### config.mk
export PLATFORM = sky130hd
export DESIGN_NAME = branch_pc_unit
export DESIGN_NICKNAME = d
export VERILOG_FILES = /design/src/rtl/branch_pkg.sv /design/src/rtl/branch_cond.sv /design/src/rtl/branch_pc_unit.sv
export SDC_FILE = /design/constraint.sdc
export NUM_CORES = 1
export LEC_CHECK = 0
export BUFFER_PORTS_ARGS = -buffer_cell sky130_fd_sc_hd__clkbuf_2
export CAP_MARGIN = 10
export CORE_MARGIN = 2
export CORE_UTILIZATION = 45
export CTS_BUF_LIST = sky130_fd_sc_hd__clkbuf_8
export DETAILED_ROUTE_END_ITERATION = 10
export GPL_TIMING_DRIVEN = 0
export PLACE_DENSITY = 0.72
export SLEW_MARGIN = 25
export SYNTH_ARGS = -nofsm -noshare
export SYNTH_HDL_FRONTEND = slang
export SYNTH_HIERARCHICAL = 1
export SYNTH_SLANG_ARGS = --single-unit
### constraint.sdc
create_clock -name clk -period 4.9 [get_ports clk]
set_input_delay 0.735 -clock clk [delete_from_list [all_inputs] [get_ports clk]]
set_output_delay 0.735 -clock clk [all_outputs]
set_load 0.05 [all_outputs]
### src/rtl/branch_pkg.sv
// branch_pkg: shared encodings and default widths for the branch/PC stage
package branch_pkg;
  localparam int PC_W_DEF  = 8;
  localparam int OFF_W_DEF = 8;
  typedef enum logic [1:0] {BR_NONE = 2'b00, BR_Z = 2'b01, BR_NZ = 2'b10, BR_ALWAYS = 2'b11} br_type_e;
  typedef enum logic [1:0] {S_IDLE = 2'b00, S_RUN = 2'b01, S_FLUSH = 2'b10, S_HALT = 2'b11} state_e;
endpackage

### src/rtl/branch_cond.sv
// branch_cond: decides whether the presented branch is taken
//   br_valid_i - decode presents a branch
//   br_type_i  - NONE / BZ / BNZ / BR
//   zero_i     - zero flag of the tested operand
//   take_o     - branch is taken
module branch_cond
  import branch_pkg::*;
(
  input  logic       br_valid_i,
  input  logic [1:0] br_type_i,
  input  logic       zero_i,
  output logic       take_o
);
  always_comb
    take_o = br_valid_i & ((br_type_i == BR_ALWAYS) | ((br_type_i == BR_Z) & zero_i) |
                           ((br_type_i == BR_NZ) & ~zero_i));
endmodule

### src/rtl/branch_pc_unit.sv
// branch_pc_unit: PC register, branch resolution, one-cycle flush bubble and halt
//   clk/rst              - clock, async active-high reset
//   en                   - advance enable, 0 freezes state
//   br_valid/br_type/br_off/zero_in - branch presented by decode and tested flag
//   halt_in              - halt request
//   pc/pc_valid          - fetch address and its validity
//   taken/flush          - one-cycle pulses after a taken branch
//   halted               - block is in HALT
//   taken_cnt            - saturating taken-branch counter (only with BRANCH_PC_UNIT_STATS_EN)
module branch_pc_unit
  import branch_pkg::*;
#(
  parameter int PC_W  = PC_W_DEF,
  parameter int OFF_W = OFF_W_DEF,
  parameter logic [PC_W-1:0] RESET_PC = '0
) (
  input  logic             clk,
  input  logic             rst,
  input  logic             en,
  input  logic             br_valid,
  input  logic [1:0]       br_type,
  input  logic [OFF_W-1:0] br_off,
  input  logic             zero_in,
  input  logic             halt_in,
  output logic [PC_W-1:0]  pc,
  output logic             pc_valid,
  output logic             taken,
  output logic             flush,
`ifdef BRANCH_PC_UNIT_STATS_EN
  output logic [15:0]      taken_cnt,
`endif
  output logic             halted
);
  state_e state_q, state_d;
  logic [PC_W-1:0] pc_q, pc_d;
  logic pc_valid_q, pc_valid_d, taken_q, taken_d, flush_q, flush_d, halted_q, halted_d;
  logic take;
  branch_cond u_cond (.br_valid_i(br_valid), .br_type_i(br_type), .zero_i(zero_in), .take_o(take));
  always_comb begin
    state_d    = state_q;
    pc_d       = pc_q;
    pc_valid_d = pc_valid_q;
    taken_d    = 1'b0;
    flush_d    = 1'b0;
    halted_d   = halted_q;
    if (en) begin
      case (state_q)
        S_IDLE: begin
          state_d    = S_RUN;
          pc_valid_d = 1'b1;
        end
        S_RUN:
          if (halt_in) begin
            state_d    = S_HALT;
            halted_d   = 1'b1;
            pc_valid_d = 1'b0;
          end else if (take) begin
            state_d    = S_FLUSH;
            pc_d       = pc_q + PC_W'($signed(br_off));
            taken_d    = 1'b1;
            flush_d    = 1'b1;
            pc_valid_d = 1'b0;
          end else pc_d = pc_q + PC_W'(1);
        S_FLUSH: begin
          state_d    = S_RUN;
          pc_valid_d = 1'b1;
        end
        default: ;
      endcase
    end
  end
  always_ff @(posedge clk or posedge rst)
    if (rst) begin
      state_q    <= S_IDLE;
      pc_q       <= RESET_PC;
      pc_valid_q <= 1'b0;
      taken_q    <= 1'b0;
      flush_q    <= 1'b0;
      halted_q   <= 1'b0;
    end else begin
      state_q    <= state_d;
      pc_q       <= pc_d;
      pc_valid_q <= pc_valid_d;
      taken_q    <= taken_d;
      flush_q    <= flush_d;
      halted_q   <= halted_d;
    end
`ifdef BRANCH_PC_UNIT_STATS_EN
  logic [15:0] cnt_q;
  always_ff @(posedge clk or posedge rst)
    if (rst) cnt_q <= '0;
    else if (taken_d && cnt_q != 16'hFFFF) cnt_q <= cnt_q + 16'd1;
  assign taken_cnt = cnt_q;
`endif
  assign pc       = pc_q;
  assign pc_valid = pc_valid_q;
  assign taken    = taken_q;
  assign flush    = flush_q;
  assign halted   = halted_q;
endmodule

* Word-level counts from Yosys, hierarchy flattened
Index checks and enable logic that the tools add are counted.
** Storage, ports and cells
- Register bits after elaboration :: 13
- Input port bits :: 16
- Output and inout bits :: 12
** Cells by class
- $add $sub $neg :: 2
- Eq/ne operators :: 6
- Mux-type cells :: 11
- Bitwise gates (word level) :: 7
- Reduce and logical (&&, ||, !) cells :: 6
** Operators with widths (count)
- AND reduction 3 bit :: 3
- adder 8 x 1 -> 8 bit (second input constant) :: 1
- adder 8 bit :: 1
- 2-to-1 mux 8 bit :: 1
- == test 2 bit (second input constant) :: 3
- 2-to-1 mux 1 bit :: 6
- == test 2 x 1 -> 1 bit (second input constant) :: 2
- 2-to-1 mux 2 bit :: 2
- case mux 2 bit (2 select lines) :: 1
- AND 1 bit :: 3
- != test 3 bit (second input constant) :: 1
- zero test 2 bit :: 1
- inverter 1 bit :: 2
- bitwise OR 1 bit :: 2
- case mux 1 bit (2 select lines) :: 1
- nonzero test 2 bit :: 1
- OR reduction 2 bit :: 1

* Logic depth before layout (Yosys ltp)
- Word-level depth :: 9
- Depth in mapped cells :: 12

* Hierarchy
The synthesis kept the hierarchy.
** Modules (own cells, without submodules)
- branch_pc_unit :: instances 1, cells each 93, area each 862.1 µm², seq. area each 325.3 µm²
- branch_cond :: instances 1, cells each 2, area each 16.3 µm², seq. area each 0.0 µm²

* Worst setup path before layout
OpenSTA, ideal clock, no wires.
- Path kind :: input port to flip-flop
- Start :: in zero_in
- End :: reg pc_q[6], in the netlist pc[6]
- Arrival time :: 2420 ps
- Setup slack :: 2358 ps
- Stages on the path :: 12
- Cell sequence :: mux2i_1 > nor2b_1 > clkbuf_1 > nand2b_1 > ha_1 > inv_1 > fa_1 > nor2b_1 > o31a_2 > o21ai_2 > mux2i_1 > nand2_1
** Between the ends
- Word-level cells in the longest chain between the ends :: 5
- Elaborated cells between the ends (all ways) :: 7
- Classes of those cells :: 1 x mux; 6 x bitwise
** RTL lines
- start: declaration :: line branch_pc_unit.sv:23 : input logic zero_in,
- AND 1 bit or inverter 1 bit (tied branches) :: line branch_cond.sv:15, branch_cond.sv:16
- bitwise OR 1 bit or AND 1 bit (tied branches) :: line branch_cond.sv:15, branch_cond.sv:16
- bitwise OR 1 bit (*) :: line branch_cond.sv:15 : take_o = br_valid_i & ((br_type_i == BR_ALWAYS) | ((br_type_i == BR_Z) & zero_i) |
- AND 1 bit (*) :: line branch_cond.sv:15
- named net take :: line branch_pc_unit.sv:37 : logic take;
- 2-to-1 mux 8 bit (*) :: line branch_pc_unit.sv:57 : end else if (take) begin
- end signal: assignment :: line branch_pc_unit.sv:82 : pc_q <= pc_d;
- end: declaration :: line branch_pc_unit.sv:35 : logic [PC_W-1:0] pc_q, pc_d;
Mark *: on every way through the listed nets, which the timed path passes. The rest lies on a longest branch.
A chain may end at the register's enable or synchronous reset.

* Worst setup path after layout
Same ends and word-level chain as after synthesis.

==> impl_results.rst <==
.. list-table::
   :header-rows: 1

   * - Metric
     - Value
   * - Most instantiated flip-flop cell in the synthesis netlist
     - sky130_fd_sc_hd__dfrtp_1
   * - Number of synthesized flops with an enable pin
     - 0
   * - Area after detailed placement
     - 1045 um^2
   * - Number of buffers inserted by post-CTS setup repair
     - 0
   * - Finished Layout Cells
     - 151
   * - Register-to-register setup slack
     - 3.11 ns
   * - Total GRT Usage
     - 0.1598
   * - Count of input and output buffers
     - 27
   * - Vias per std cell
     - 5.132
   * - Warning count from the yosys run
     - 6
   * - Pin count of the biggest net entering global routing
     - 14
   * - Worst Max-Slew Pin Slew
     - 0.5147 ns
   * - Antenna violations before repair
     - 0
   * - Fraction of the mapped netlist area in compound gates
     - 0.1994
   * - Max Fanout on Critical Path
     - 10
   * - Endpoints failing hold
     - 0
   * - Mux share of post-synthesis cell area
     - 0.02279
   * - Critical path class
     - in -> reg
   * - Required time worst endpoint
     - 5.03 ns
   * - Period minus WS final
     - 2.661 ns
   * - Critical path, cell by cell
     - clkbuf_2, mux2i_1, nor2b_1, clkbuf_1, nand2b_1, ha_1, inv_1, fa_1, nor2b_1, o31a_2, o21ai_2, mux2i_1, nand2_1
   * - Final design instance area without fill
     - 1090 um^2
   * - Library cells used by synthesis
     - 36
   * - Average routed wire per standard cell
     - 11.50 um
   * - Summed instance area of the synthesized netlist
     - 878.3 um^2
   * - Fraction of the mapped netlist area in simple logic gates
     - 0.2051
   * - CTS buffer count
     - 3
   * - Max Clk Rate
     - 375.8 MHz
   * - Standby leakage power
     - 0.5829 nW
   * - Maximum clock insertion buffer count
     - 2
   * - Share of the yosys chip area belonging to registers
     - 0.3704
   * - Final period util
     - 0.5431
   * - Fraction of registers with async set or reset after synthesis
     - 1.000
   * - Initial DRT Pass Iterations
     - 4
   * - Slowest cell on crit path
     - sky130_fd_sc_hd__clkbuf_1
   * - Status
     - finished, final reports clean
   * - Library cell used as clock root buffer
     - sky130_fd_sc_hd__clkbuf_8
   * - Number of H-tree levels
     - 1
   * - Area share of the leading cell type in the synthesized netlist
     - 0.3704
   * - Die Footprint
     - 2321 um^2
   * - Starting utilization of the core area
     - 0.4926
   * - Cell type with the largest total area after synthesis
     - sky130_fd_sc_hd__dfrtp_1
   * - Layout fillers
     - 151
   * - Synth cell count leaders
     - 13 x sky130_fd_sc_hd__dfrtp_1, 12 x sky130_fd_sc_hd__nand2_1, 7 x sky130_fd_sc_hd__ha_1
   * - Overall die height
     - 48.18 um
   * - Die Wd
     - 48.18 um
   * - Setup crit end kind
     - register
   * - Final GP Congestion
     - 0.7935
   * - Placed cells
     - 147
   * - Yosys reg bits
     - 13
   * - Post-synthesis share of cell area spent on xor and xnor gates
     - 0.03989
   * - Final routed wirelength across all metal layers
     - 1736 um
   * - Site row count
     - 15
   * - Dominant combinational cell family by area after synthesis
     - simple AND/OR/NAND/NOR gates
   * - Post-Synth Adder-Cell Area
     - 0.1225
   * - Area growth, synth to finish
     - 24.07%
   * - Residual DRC count
     - 0
   * - Post-CTS Hold Fix Bufs
     - 0
   * - Pre-CTS setup slack
     - 1.969 ns
   * - Top Ports
     - 28
   * - Biggest area contributors in the synthesized netlist
     - sky130_fd_sc_hd__dfrtp_1 37%, sky130_fd_sc_hd__ha_1 10%, sky130_fd_sc_hd__nand2_1 5.1%
   * - Max transition margin
     - 0.6565
   * - Worst Path Arrival
     - 2.79 ns
   * - Half-perimeter wire length after placement
     - 1356 um
   * - Clk sink count
     - 13
   * - Post-synthesis cell count
     - 95
   * - Kind of start point of the critical path
     - input port
   * - TNS Setup
     - 0 ns
   * - Proportion of layout cells with a drive suffix above 1
     - 0.3095
   * - Total count of max-transition violations in the final report
     - 0
   * - Synthesized netlist net count
     - 119
   * - Quantity of gates resized following cts
     - 0
   * - Number of maximum-capacitance constraint violations
     - 0
   * - Clock-pin slew of the registers on the worst-case setup and hold paths
     - 0.06 ns
   * - Setup violations, final
     - 0
   * - Nets
     - 151
   * - Antenna diodes
     - 0
   * - Wire length of the first global-routing pass
     - 2566 um
   * - Largest incremental delay on the critical path
     - 0.34 ns
   * - Number of global-route vias before repair
     - 638
   * - Hold crit path type
     - reg -> reg
   * - DRT antenna net count
     - 0
   * - Total gr overflow
     - 0
   * - Power Dens Cells
     - 360.0 nW/um^2
   * - Placeable core region
     - 1783 um^2
   * - Most common cell in the netlist
     - sky130_fd_sc_hd__dfrtp_1
   * - Worst-case setup margin in the final layout
     - 2.239 ns
   * - Worst IR Drop VDD
     - 211.6 uV
   * - Worst-skew pair later-pin latency
     - 0.24 ns
   * - Number of design-rule violations left by the first detailed-router iteration
     - 9
   * - CTS tree
     - yes
   * - Mapped Avg Cell Area
     - 9.246 um^2
   * - Setup Skew
     - 0.004116 ns
   * - RSZ-0062 raised after global routing
     - no
   * - Via Count
     - 775
-- logic make-up after synthesis --
logic type | after synthesis
xor gates and xnor gates | 4
AOI/OAI and AO/OA | 26
muxes | 2
and+or+nand+nor | 34
buffers and inverters | 8
DFF | 13
adders and majority gates | 8
-- layout make-up --
cell class	instances	area, um^2	area share
multi-input combinational	74	518.0	0.4753
sequential	13	325.3	0.2985
timing repair buffer	27	135.1	0.1240
clock buffer	3	41.29	0.03789
tap	25	31.28	0.02870
inverter	5	18.77	0.01722
buffer	3	16.27	0.01493
clock inverter	1	3.754	0.003444
-- critical path, delay by kind of cell --
kind | cells | cell delay [ns]
buffers and inverters | 3 | 0.51
AOI/OAI and AO/OA | 2 | 0.44
adders and majority gates | 2 | 0.42
and+or+nand+nor | 4 | 0.38
muxes | 2 | 0.31
-- report_power, final --
group	switching [mW]	internal [mW]
Combinational	0.109	0.0484
Sequential	0.0135	0.125
Clock	0.0407	0.0554
Total	0.164	0.229
-- flip-flops by register name, summed over array words and instances (netlist names) --
signal    flops
pc            8
state_q       2
flush         1
halted        1
pc_valid      1
-- worst paths after layout --
kind                          from          to  cells after the start
setup / recovery           zero_in       pc[6]                     13
hold / removal              halted      halted                      1
setup reg to reg             pc[0]       pc[6]                      8
hold reg to reg             halted      halted                      1
max in group asynchronous      rst       flush                      2
min in group asynchronous      rst  state_q[0]                      2
-- metal layers --
metal | wire length (um) | up-vias | GRT usage
li1 | - | 392 | -
met1 | 842 | 356 | 0.2027
met2 | 819 | 25 | 0.2553
met3 | 71 | 2 | 0.05556
met4 | 3 | 0 | 0.04865
met5 | 0 | - | 0
-- cell usage in the layout (no fill, tap or decap), types with 2 or more instances in the layout --
master | Yosys | final
sky130_fd_sc_hd__a211oi_1 | 2 | 2
sky130_fd_sc_hd__inv_1 | 5 | 6
sky130_fd_sc_hd__o21ai_0 | 6 | 6
sky130_fd_sc_hd__a21oi_1 | 6 | 6
sky130_fd_sc_hd__dfrtp_1 | 13 | 13
sky130_fd_sc_hd__xor2_1 | 3 | 3
sky130_fd_sc_hd__a21o_1 | 2 | 2
sky130_fd_sc_hd__nor2b_1 | 2 | 2
sky130_fd_sc_hd__nor3b_1 | 2 | 2
sky130_fd_sc_hd__ha_1 | 7 | 7
sky130_fd_sc_hd__nand2_1 | 12 | 12
sky130_fd_sc_hd__clkbuf_2 | 0 | 27
sky130_fd_sc_hd__clkbuf_8 | 0 | 3
sky130_fd_sc_hd__mux2i_1 | 2 | 2
sky130_fd_sc_hd__and2_1 | 6 | 6
sky130_fd_sc_hd__nor2_1 | 5 | 5
-- stage by stage --
stage	util	power, mW	hold WS [ns]
2_1_floorplan	-	0.2618	0.4842
3_3_place_gp	0.5860	0.2965	0.4542
3_5_place_dp	0.5860	0.2992	0.4593
4_1_cts	0.6112	0.3964	0.4721
5_1_grt	0.6112	0.4153	0.4747
6_report	0.6112	0.3923	0.4697
Power figures use the tool's default switching activity.
